[config.mk]
export PLATFORM = sky130hd
export DESIGN_NAME = vga_sync_decoder
export DESIGN_NICKNAME = d
export VERILOG_FILES = /design/src/rtl/vga_timing_pkg.sv /design/src/rtl/sync_edge_detect.sv /design/src/rtl/vga_sync_decoder.sv
export SDC_FILE = /design/constraint.sdc
export NUM_CORES = 1
export LEC_CHECK = 0
export BUFFER_PORTS_ARGS = -buffer_cell sky130_fd_sc_hd__buf_2
export CORE_UTILIZATION = 39
export DETAILED_ROUTE_END_ITERATION = 8
export PLACE_DENSITY = 0.58
export SLEW_MARGIN = 30
export SYNTH_ARGS = -nofsm -noshare
export SYNTH_HDL_FRONTEND = slang
export SYNTH_SLANG_ARGS = --single-unit
[constraint.sdc]
create_clock -name i_Clk -period 4.49 [get_ports i_Clk]
set_input_delay 0.449 -clock i_Clk [delete_from_list [all_inputs] [get_ports i_Clk]]
set_output_delay 0.449 -clock i_Clk [all_outputs]
set_load 0.005 [all_outputs]
[src/rtl/vga_timing_pkg.sv]
`default_nettype none
// vga_timing_pkg: 640x480@60 timing shared with the sync generator, decoder
// FSM encoding and the position-counter helper.
package vga_timing_pkg;

  localparam int CNT_W = 10;

  localparam int VGA_H_TOTAL        = 800;
  localparam int VGA_V_TOTAL        = 525;
  localparam int VGA_H_VISIBLE_AREA = 640;
  localparam int VGA_H_SYNC_PULSE   = 96;
  localparam int VGA_V_VISIBLE_AREA = 480;
  localparam int VGA_V_SYNC_PULSE   = 2;
  localparam int VGA_LOCK_LINES     = 4;

  typedef enum logic [1:0] {
    HUNT   = 2'd0,
    H_ACQ  = 2'd1,
    V_ACQ  = 2'd2,
    LOCKED = 2'd3
  } sync_state_e;

  function automatic logic [CNT_W-1:0] wrap_inc(input logic [CNT_W-1:0] val,
                                                input int               limit);
    return (val == CNT_W'(limit - 1)) ? '0 : val + 1'b1;
  endfunction

endpackage
`default_nettype wire

[src/rtl/sync_edge_detect.sv]
`default_nettype none
// sync_edge_detect: one-deep input register; rise/fall compare the live input
// with the previously registered sample.
module sync_edge_detect (
  input  logic clk,
  input  logic rst_n,
  input  logic sig,
  output logic rise,
  output logic fall
);

  logic sig_q;

  always_ff @(posedge clk or negedge rst_n) begin
    if (!rst_n) sig_q <= 1'b0;
    else        sig_q <= sig;
  end

  assign rise = sig & ~sig_q;
  assign fall = ~sig & sig_q;

endmodule
`default_nettype wire

[src/rtl/vga_sync_decoder.sv]
`default_nettype none
// vga_sync_decoder: recovers pixel position, visibility and lock status from
// incoming HSync/VSync pulses and flags any deviation from the configured mode.
module vga_sync_decoder
  import vga_timing_pkg::*;
#(
  parameter int H_TOTAL        = VGA_H_TOTAL,
  parameter int V_TOTAL        = VGA_V_TOTAL,
  parameter int H_VISIBLE_AREA = VGA_H_VISIBLE_AREA,
  parameter int H_SYNC_PULSE   = VGA_H_SYNC_PULSE,
  parameter int V_VISIBLE_AREA = VGA_V_VISIBLE_AREA,
  parameter int V_SYNC_PULSE   = VGA_V_SYNC_PULSE,
  parameter int LOCK_LINES     = VGA_LOCK_LINES
) (
  input  logic             i_Clk,
  input  logic             i_Rst_n,
  input  logic             i_HSync,
  input  logic             i_VSync,
  output logic [CNT_W-1:0] o_H_Counter,
  output logic [CNT_W-1:0] o_V_Counter,
  output logic             o_Visible,
  output logic             o_Locked,
  output logic             o_Frame_Start,
  output logic             o_Sync_Err,
  output logic [7:0]       o_Err_Count
);

  localparam int WD_W   = 11;
  localparam int GOOD_W = $clog2(LOCK_LINES + 1);

  localparam logic [CNT_W-1:0]  H_LAST    = CNT_W'(H_TOTAL - 1);
  localparam logic [CNT_W-1:0]  H_RISE    = CNT_W'(H_VISIBLE_AREA);
  localparam logic [CNT_W-1:0]  H_FALL    = CNT_W'(H_VISIBLE_AREA + H_SYNC_PULSE);
  localparam logic [CNT_W-1:0]  V_RISE    = CNT_W'(V_VISIBLE_AREA);
  localparam logic [CNT_W-1:0]  V_FALL    = CNT_W'(V_VISIBLE_AREA + V_SYNC_PULSE);
  localparam logic [WD_W-1:0]   WD_LAST   = WD_W'(2 * H_TOTAL - 1);
  localparam logic [GOOD_W-1:0] GOOD_LAST = GOOD_W'(LOCK_LINES - 1);

  sync_state_e       state, state_nxt;
  logic [CNT_W-1:0]  h_cnt, v_cnt, h_nxt, v_nxt, h_inc, v_inc;
  logic [WD_W-1:0]   wd_cnt, wd_nxt;
  logic [GOOD_W-1:0] good_cnt, good_nxt;
  logic [7:0]        err_count;
  logic              sync_err, err_nxt;
  logic              hs_rise, hs_fall, vs_rise, vs_fall;
  logic              wd_expired, hs_bad_rise, locked_err, locked;

  sync_edge_detect u_hs_edge (
    .clk   (i_Clk),
    .rst_n (i_Rst_n),
    .sig   (i_HSync),
    .rise  (hs_rise),
    .fall  (hs_fall)
  );

  sync_edge_detect u_vs_edge (
    .clk   (i_Clk),
    .rst_n (i_Rst_n),
    .sig   (i_VSync),
    .rise  (vs_rise),
    .fall  (vs_fall)
  );

  // All checks use the position this cycle's sample belongs to: the free-running next count.
  always_comb begin
    h_inc       = wrap_inc(h_cnt, H_TOTAL);
    v_inc       = (h_cnt == H_LAST) ? wrap_inc(v_cnt, V_TOTAL) : v_cnt;
    wd_expired  = (state != HUNT) && !hs_rise && (wd_cnt == WD_LAST);
    hs_bad_rise = hs_rise && (h_inc != H_RISE);
    locked_err  = hs_bad_rise
               || (hs_fall && (h_inc != H_FALL))
               || (i_HSync && !hs_rise && (h_inc == H_RISE))
               || (vs_rise && !((h_inc == '0) && (v_inc == V_RISE)))
               || (vs_fall && !((h_inc == '0) && (v_inc == V_FALL)))
               || (i_VSync && (h_inc == '0) && (v_inc == V_FALL));
  end

  always_comb begin
    state_nxt = state;
    h_nxt     = h_inc;
    v_nxt     = v_inc;
    good_nxt  = good_cnt;
    err_nxt   = 1'b0;
    wd_nxt    = hs_rise ? '0 : wd_cnt + 1'b1;
    if (wd_expired) begin
      state_nxt = HUNT;
      h_nxt     = '0;
      v_nxt     = '0;
      good_nxt  = '0;
      wd_nxt    = '0;
      err_nxt   = 1'b1;
    end else begin
      case (state)
        HUNT: begin
          h_nxt    = '0;
          v_nxt    = '0;
          wd_nxt   = '0;
          good_nxt = '0;
          if (hs_rise) begin
            state_nxt = H_ACQ;
            h_nxt     = H_RISE;
          end
        end
        H_ACQ: begin
          if (hs_bad_rise) begin
            h_nxt    = H_RISE;
            good_nxt = '0;
            err_nxt  = 1'b1;
          end else if (hs_rise) begin
            good_nxt = good_cnt + 1'b1;
            if (good_cnt == GOOD_LAST) state_nxt = V_ACQ;
          end
        end
        V_ACQ: begin
          if (hs_bad_rise) begin
            state_nxt = H_ACQ;
            h_nxt     = H_RISE;
            good_nxt  = '0;
            err_nxt   = 1'b1;
          end else if (vs_rise) begin
            if (h_inc == '0) begin
              v_nxt     = V_RISE;
              state_nxt = LOCKED;
            end else begin
              err_nxt = 1'b1;
            end
          end
        end
        default: begin
          if (locked_err) begin
            state_nxt = H_ACQ;
            good_nxt  = '0;
            err_nxt   = 1'b1;
            if (hs_rise) h_nxt = H_RISE;
          end
        end
      endcase
    end
  end

  always_ff @(posedge i_Clk or negedge i_Rst_n) begin
    if (!i_Rst_n) begin
      state     <= HUNT;
      h_cnt     <= '0;
      v_cnt     <= '0;
      wd_cnt    <= '0;
      good_cnt  <= '0;
      sync_err  <= 1'b0;
      err_count <= '0;
    end else begin
      state     <= state_nxt;
      h_cnt     <= h_nxt;
      v_cnt     <= v_nxt;
      wd_cnt    <= wd_nxt;
      good_cnt  <= good_nxt;
      sync_err  <= err_nxt;
      if (err_nxt && (err_count != 8'hFF)) err_count <= err_count + 1'b1;
    end
  end

  assign locked        = (state == LOCKED);
  assign o_H_Counter   = h_cnt;
  assign o_V_Counter   = v_cnt;
  assign o_Locked      = locked;
  assign o_Visible     = locked && (h_cnt < H_RISE) && (v_cnt < V_RISE);
  assign o_Frame_Start = locked && (h_cnt == '0) && (v_cnt == '0);
  assign o_Sync_Err    = sync_err;
  assign o_Err_Count   = err_count;

endmodule
`default_nettype wire
# After elaboration in Yosys (flattened, before gate mapping)
# Index checks and enable logic that the tools add are counted.
# totals
ff_bits	47
latchBits	0
ramBits	0
romBits	0
inputBits	4
output_inout_bits	32
word_cells	119
memories	0
# op_classes
add_sub_neg	5
n_mul	0
div	0
n_lt_le_gt_ge	2
eq_ne	21
shifts	0
muxes	40
bitwise_logic	8
n_reduce_logical	34
# ops
operator	n
2-to-1 mux 10 bit	12
case mux 10 bit (2 select lines)	2
2-to-1 mux 11 bit	3
== test 10 bit (second input constant)	3
logical NOT 10 bit	3
adder 10 x 1 -> 10 bit (second input constant)	2
== test 10 x 9 -> 1 bit (second input constant)	2
inequality test 10 bit (second input constant)	2
2-to-1 mux 2 bit	9
logical AND 1 bit	17
2-to-1 mux 3 bit	5
inequality test 3 bit (second input constant)	5
inequality test 4 bit (second input constant)	3
adder 11 x 1 -> 11 bit (second input constant)	1
== test 11 bit (second input constant)	1
< comparator 10 bit (second input constant)	1
< comparator 10 x 9 -> 1 bit (second input constant)	1
case mux 3 bit (3 select lines)	1
adder 8 x 1 -> 8 bit (second input constant)	1
inequality test 8 bit (second input constant)	1
AND reduction 7 bit	1
2-to-1 mux 1 bit	6
case mux 2 bit (3 select lines)	1
logical OR 1 bit	5
13 further kinds	22

# Logic depth before layout (Yosys ltp)
# depth
word_depth	14
ltp_mapped	13
depth_no_buf	12

# Hierarchy
# From an unflattened synthesis, not the netlist that was laid out.
# unflattened
hier_cells	317
area_unflattened_um2	2990.4
# modules_own_cells
module	instances	cells_each	area_per_inst_um2	seq_area_each_um2
vga_sync_decoder	1	311	2910.3	1126.1
sync_edge_detect	2	3	40.0	25.0

# Least setup slack after synthesis
# Ideal clock, no wire load.
# synth_path
path_type	register to register
start	register h_cnt[6], in the netlist o_H_Counter[6]
end	register err_count[1], in the netlist o_Err_Count[1]
t_arrival_ps	3891
setup_slack_ps	474
stages_incl_launch_ff	12
path_buffers	2
synth_period_minus_slack_ps	4016
cell_sequence	dfrtp_1 > buf_6 > or4b_1 > buf_2 > or4_4 > or3_1 > a2111o_1 > o41ai_2 > mux2i_1 > o21ai_2 > a32oi_2 > mux2_4
# synth_between
elab_chain_cells	13
# synth_lines
item	line_no	rtl
start, declared	vga_sync_decoder.sv:40	logic [CNT_W-1:0] h_cnt, v_cnt, h_nxt, v_nxt, h_inc, v_inc;
start signal, assigned	vga_sync_decoder.sv:152	h_cnt <= h_nxt;
adder 10 x 1 -> 10 bit / == test 10 bit (equally long branches)	vga_timing_pkg.sv:25, vga_sync_decoder.sv:67	
2-to-1 mux 10 bit (on tied branches)	vga_timing_pkg.sv:25, vga_sync_decoder.sv:67	
inequality test 10 bit, or another cell as far along	vga_sync_decoder.sv:69	hs_bad_rise = hs_rise && (h_inc != H_RISE);
logical AND 1 bit (on tied branches)	vga_sync_decoder.sv:69, vga_sync_decoder.sv:71, vga_sync_decoder.sv:73	
logical OR 1 bit / logical NOT 1 bit (equally long branches)	vga_sync_decoder.sv:71, vga_sync_decoder.sv:73	
logical OR 1 bit / logical AND 1 bit (equally long branches)	vga_sync_decoder.sv:72, vga_sync_decoder.sv:73	
logical OR 1 bit	vga_sync_decoder.sv:73	|| (vs_rise && !((h_inc == '0) && (v_inc == V_RISE)))
logical OR 1 bit	vga_sync_decoder.sv:74	|| (vs_fall && !((h_inc == '0) && (v_inc == V_FALL)))
logical OR 1 bit	vga_sync_decoder.sv:75	|| (i_VSync && (h_inc == '0) && (v_inc == V_FALL));
2-to-1 mux 1 bit	vga_sync_decoder.sv:130	if (locked_err) begin
case mux 1 bit (3 select lines) *	vga_sync_decoder.sv:93	case (state)
2-to-1 mux 1 bit *	vga_sync_decoder.sv:85	if (wd_expired) begin
logical AND 1 bit *	vga_sync_decoder.sv:157	if (err_nxt && (err_count != 8'hFF)) err_count <= err_count + 1'b1;
end signal, assigned	vga_sync_decoder.sv:157	
end, declared	vga_sync_decoder.sv:43	logic [7:0] err_count;
# Mark *: on every way between the ends. The rest lies on a longest branch, timed or not.
# A chain may end at the register's enable or synchronous reset.

# Final worst setup path
# Same ends and word-level chain as after synthesis.

==> flow_metrics.tcl <==
set metrics [dict create \
    worst_setup_path_end_kind "flip-flop" \
    multiInputGateArea_um2 1700 \
    critPathMaxStageDelay_ns 0.66 \
    outcome "completed" \
    yosys-top-cells-count "47 x dfrtp_1, 32 x nor2_1, 23 x nand2_1" \
    track_usage_pct 17.8 \
    grt_pass1_wl_um 11000 \
    setup_viol 0 \
    cts_hold_buffers 0 \
    critPathLaunchType "flip-flop" \
    clkTransAtPathRegs_ns 0.09 \
    routed_wl_um 6700 \
    post_dp_cell_area_um2 3260 \
    stdcell_area_um2 3390 \
    cellLeakagePower_uw 0.00146 \
    r2r_setup_slack_ns 0.45 \
    grt_pass1_vias 2276 \
    yosysTopAreaCell "dfrtp_1" \
    hold_viol 0 \
    avgRoutedWirePerCell_um 14.7 \
    chipWidth_um 89.5 \
    drive_gt1_share_pct 17.4 \
    syn_nets 340 \
    port_buffers 35 \
    cts-root-buf "clkbuf_8" \
    synth_seq_cells 47 \
    synth_seq_area_share_pct 39.4 \
    worstRegToRegCells 9 \
    ys_dominant_reg_cell "dfrtp_1" \
    dr.pass1.iters 4 \
    die_area_um2 8000 \
    crit_required_ns 4.68 \
    viasPerCell 5.46 \
    row_count 31 \
    finalCritPeriodShare_pct 89.9 \
    place.gp.congestion 0.852 \
    hold_slack_ns 0.151 \
    overflow 0 \
    htreeDepth 2 \
    start_util_pct 40.7 \
    fin_nets 373 \
    critPathKind "flip-flop to flip-flop" \
    ir_drop_v 0.000282 \
    post_cts_resized 0 \
    avgSynthCellArea_um2 9.23 \
    maxCapViolCount 0 \
    postSynthCellCount 323 \
    max_freq_ghz 0.248 \
    crit_slowest_cell "or4b_1" \
    crit_chain "or4b_1, or4_4, or3_1, a2111o_1, o41ai_2, mux2i_1, o21ai_2, a32oi_2, mux2_4" \
    finalSetupTns_ns 0 \
    cp_max_fo 10 \
    rsz0062_at_grt "false" \
    r2r-end "o_Err_Count[1]$_DFFE_PN0P_" \
    diodes 0 \
    tritoncts "yes" \
    antenna_left 0 \
    synth_top_cells_by_area "dfrtp_1 39%, xnor2_1 5.9%, ha_1 5.5%" \
    synth_most_common_cell "dfrtp_1" \
    slew_headroom_pct 59.4 \
    drt-initial-drc-count 150 \
    synth_enable_flop_cells 0 \
    ios 36 \
    max_slew.worst_pin.slew_ns 0.609 \
    clock_sinks 47 \
    fp.dieH_um 89.5 \
    grt_max_degree 48 \
    syn_to_final_growth_pct 13.7 \
    hpwl_um 4770 \
    yosysTopAreaCellShare_pct 39.4 \
    final.fill_count 720 \
    path_depth 9 \
    finalCriticalPeriod_ns 4.04 \
    power_density_nw_per_um2 426 \
    syn-cell-area_um2 2980 \
    arrival_ns 4.23 \
    antenna_found_initial 0 \
    coreArea_um2 7330 \
    clock_path_buffers 2 \
    path_buf_inv 0 \
    cts_setup_buffers 0 \
    clock_skew_ns 0.00887 \
    timing.rr.start "o_H_Counter[6]$_DFF_PN0_" \
    cts_inserted_buffers 5 \
    drc 0 \
    crit_family "simple AND/OR/NAND/NOR gates" \
    p_total_uw 1440 \
    final_util_pct 46.3 \
    slew_viol_final 0 \
    clkLatencyLatePin_ns 0.30 \
    ff_latch_area_um2 1180 \
    synthDistinctLibCells 60 \
    synth_warnings 0 \
    ys_async_sr_fraction_pct 100 \
    hold_class "primary input to asynchronous set/reset pin" \
    vias 2489 \
]
==> layout make-up <==
cell class                      count  area share [%]
Clock buffer                        6            2.14
Inverter                           12            1.33
Multi-Input combinational cell    250            50.1
Tap cell                           99            3.65
Sequential cell                    47            34.7
Clock inverter                      2            1.77
Timing Repair Buffer               40            6.35
==> metrics by stage <==
step / setup slack [ns] / std cells
after floorplan: 0.474 / 323
after global placement: 0.501 / 448
after detailed placement: 0.480 / 448
after CTS: 0.462 / 456
after global routing: 0.199 / 456
final: 0.453 / 456
==> worst max-delay path by stage <==
stage,from,endpoint
floorplan,o_H_Counter[6]$_DFF_PN0_,o_Err_Count[1]$_DFFE_PN0P_
global placement,o_H_Counter[6]$_DFF_PN0_,o_Err_Count[1]$_DFFE_PN0P_
detailed placement,o_H_Counter[6]$_DFF_PN0_,o_Err_Count[1]$_DFFE_PN0P_
CTS,o_H_Counter[6]$_DFF_PN0_,o_Err_Count[7]$_DFFE_PN0P_
global route,o_H_Counter[6]$_DFF_PN0_,o_Err_Count[6]$_DFFE_PN0P_
finish,o_H_Counter[6]$_DFF_PN0_,o_Err_Count[1]$_DFFE_PN0P_
==> flip-flops by register name (all words and copies together) (netlist names) <==
signal / count
good_cnt: 3
o_Err_Count: 8
o_H_Counter: 10
o_Sync_Err: 1
o_V_Counter: 10
state: 2
u_hs_edge.sig_q: 1
u_vs_edge.sig_q: 1
wd_cnt: 11
==> kinds of logic after synthesis <==
group / after synthesis / share of synthesized area, %
compound gates: 62 / 14.9
xor+xnor: 31 / 9.10
fa+ha+maj: 13 / 5.45
buf+inv: 26 / 3.65
flops: 47 / 39.4
mux: 3 / 1.22
simple gates: 141 / 26.2
==> layer usage <==
layer | vias up | routed length [um] | global-route usage, % | part of all wire (%)
met5 | - | 0 | 0 | 0
met4 | 0 | 50 | 4.91 | 0.75
met3 | 4 | 279 | 2.95 | 4.2
met2 | 69 | 3100 | 28.0 | 46
met1 | 1174 | 3270 | 25.3 | 49
li1 | 1242 | - | - | -
==> power breakdown <==
part           switching, uW  internal [uW]  total (uW)
Sequential              88.9            491         580
Combinational            285            215         500
Clock                    142            223         365
==> cell usage in the layout (no fill, tap or decap), types with 3 or more instances in the layout <==
cell      synthesis  final
a21oi_1          14     14
a311oi_1          4      4
a32oi_1           3      3
and2_1            3      3
and3_1            7      7
and4_1            4      4
buf_2             3     34
buf_4             0      6
clkbuf_8          0      5
dfrtp_1          47     47
ha_1             13     13
inv_1            12     12
nand2_1          23     23
nand2b_1          7      7
nand3_1          17     17
nand4_1          16     16
nor2_1           32     32
nor2b_1           3      3
nor3_1            4      4
nor3_2            4      4
nor4b_1           4      4
o21ai_0          13     13
o21ai_1           3      3
o22ai_1           3      3
or3_1             3      3
xnor2_1          20     20
xor2_1           11     11
(Power assumes the default switching activity.)
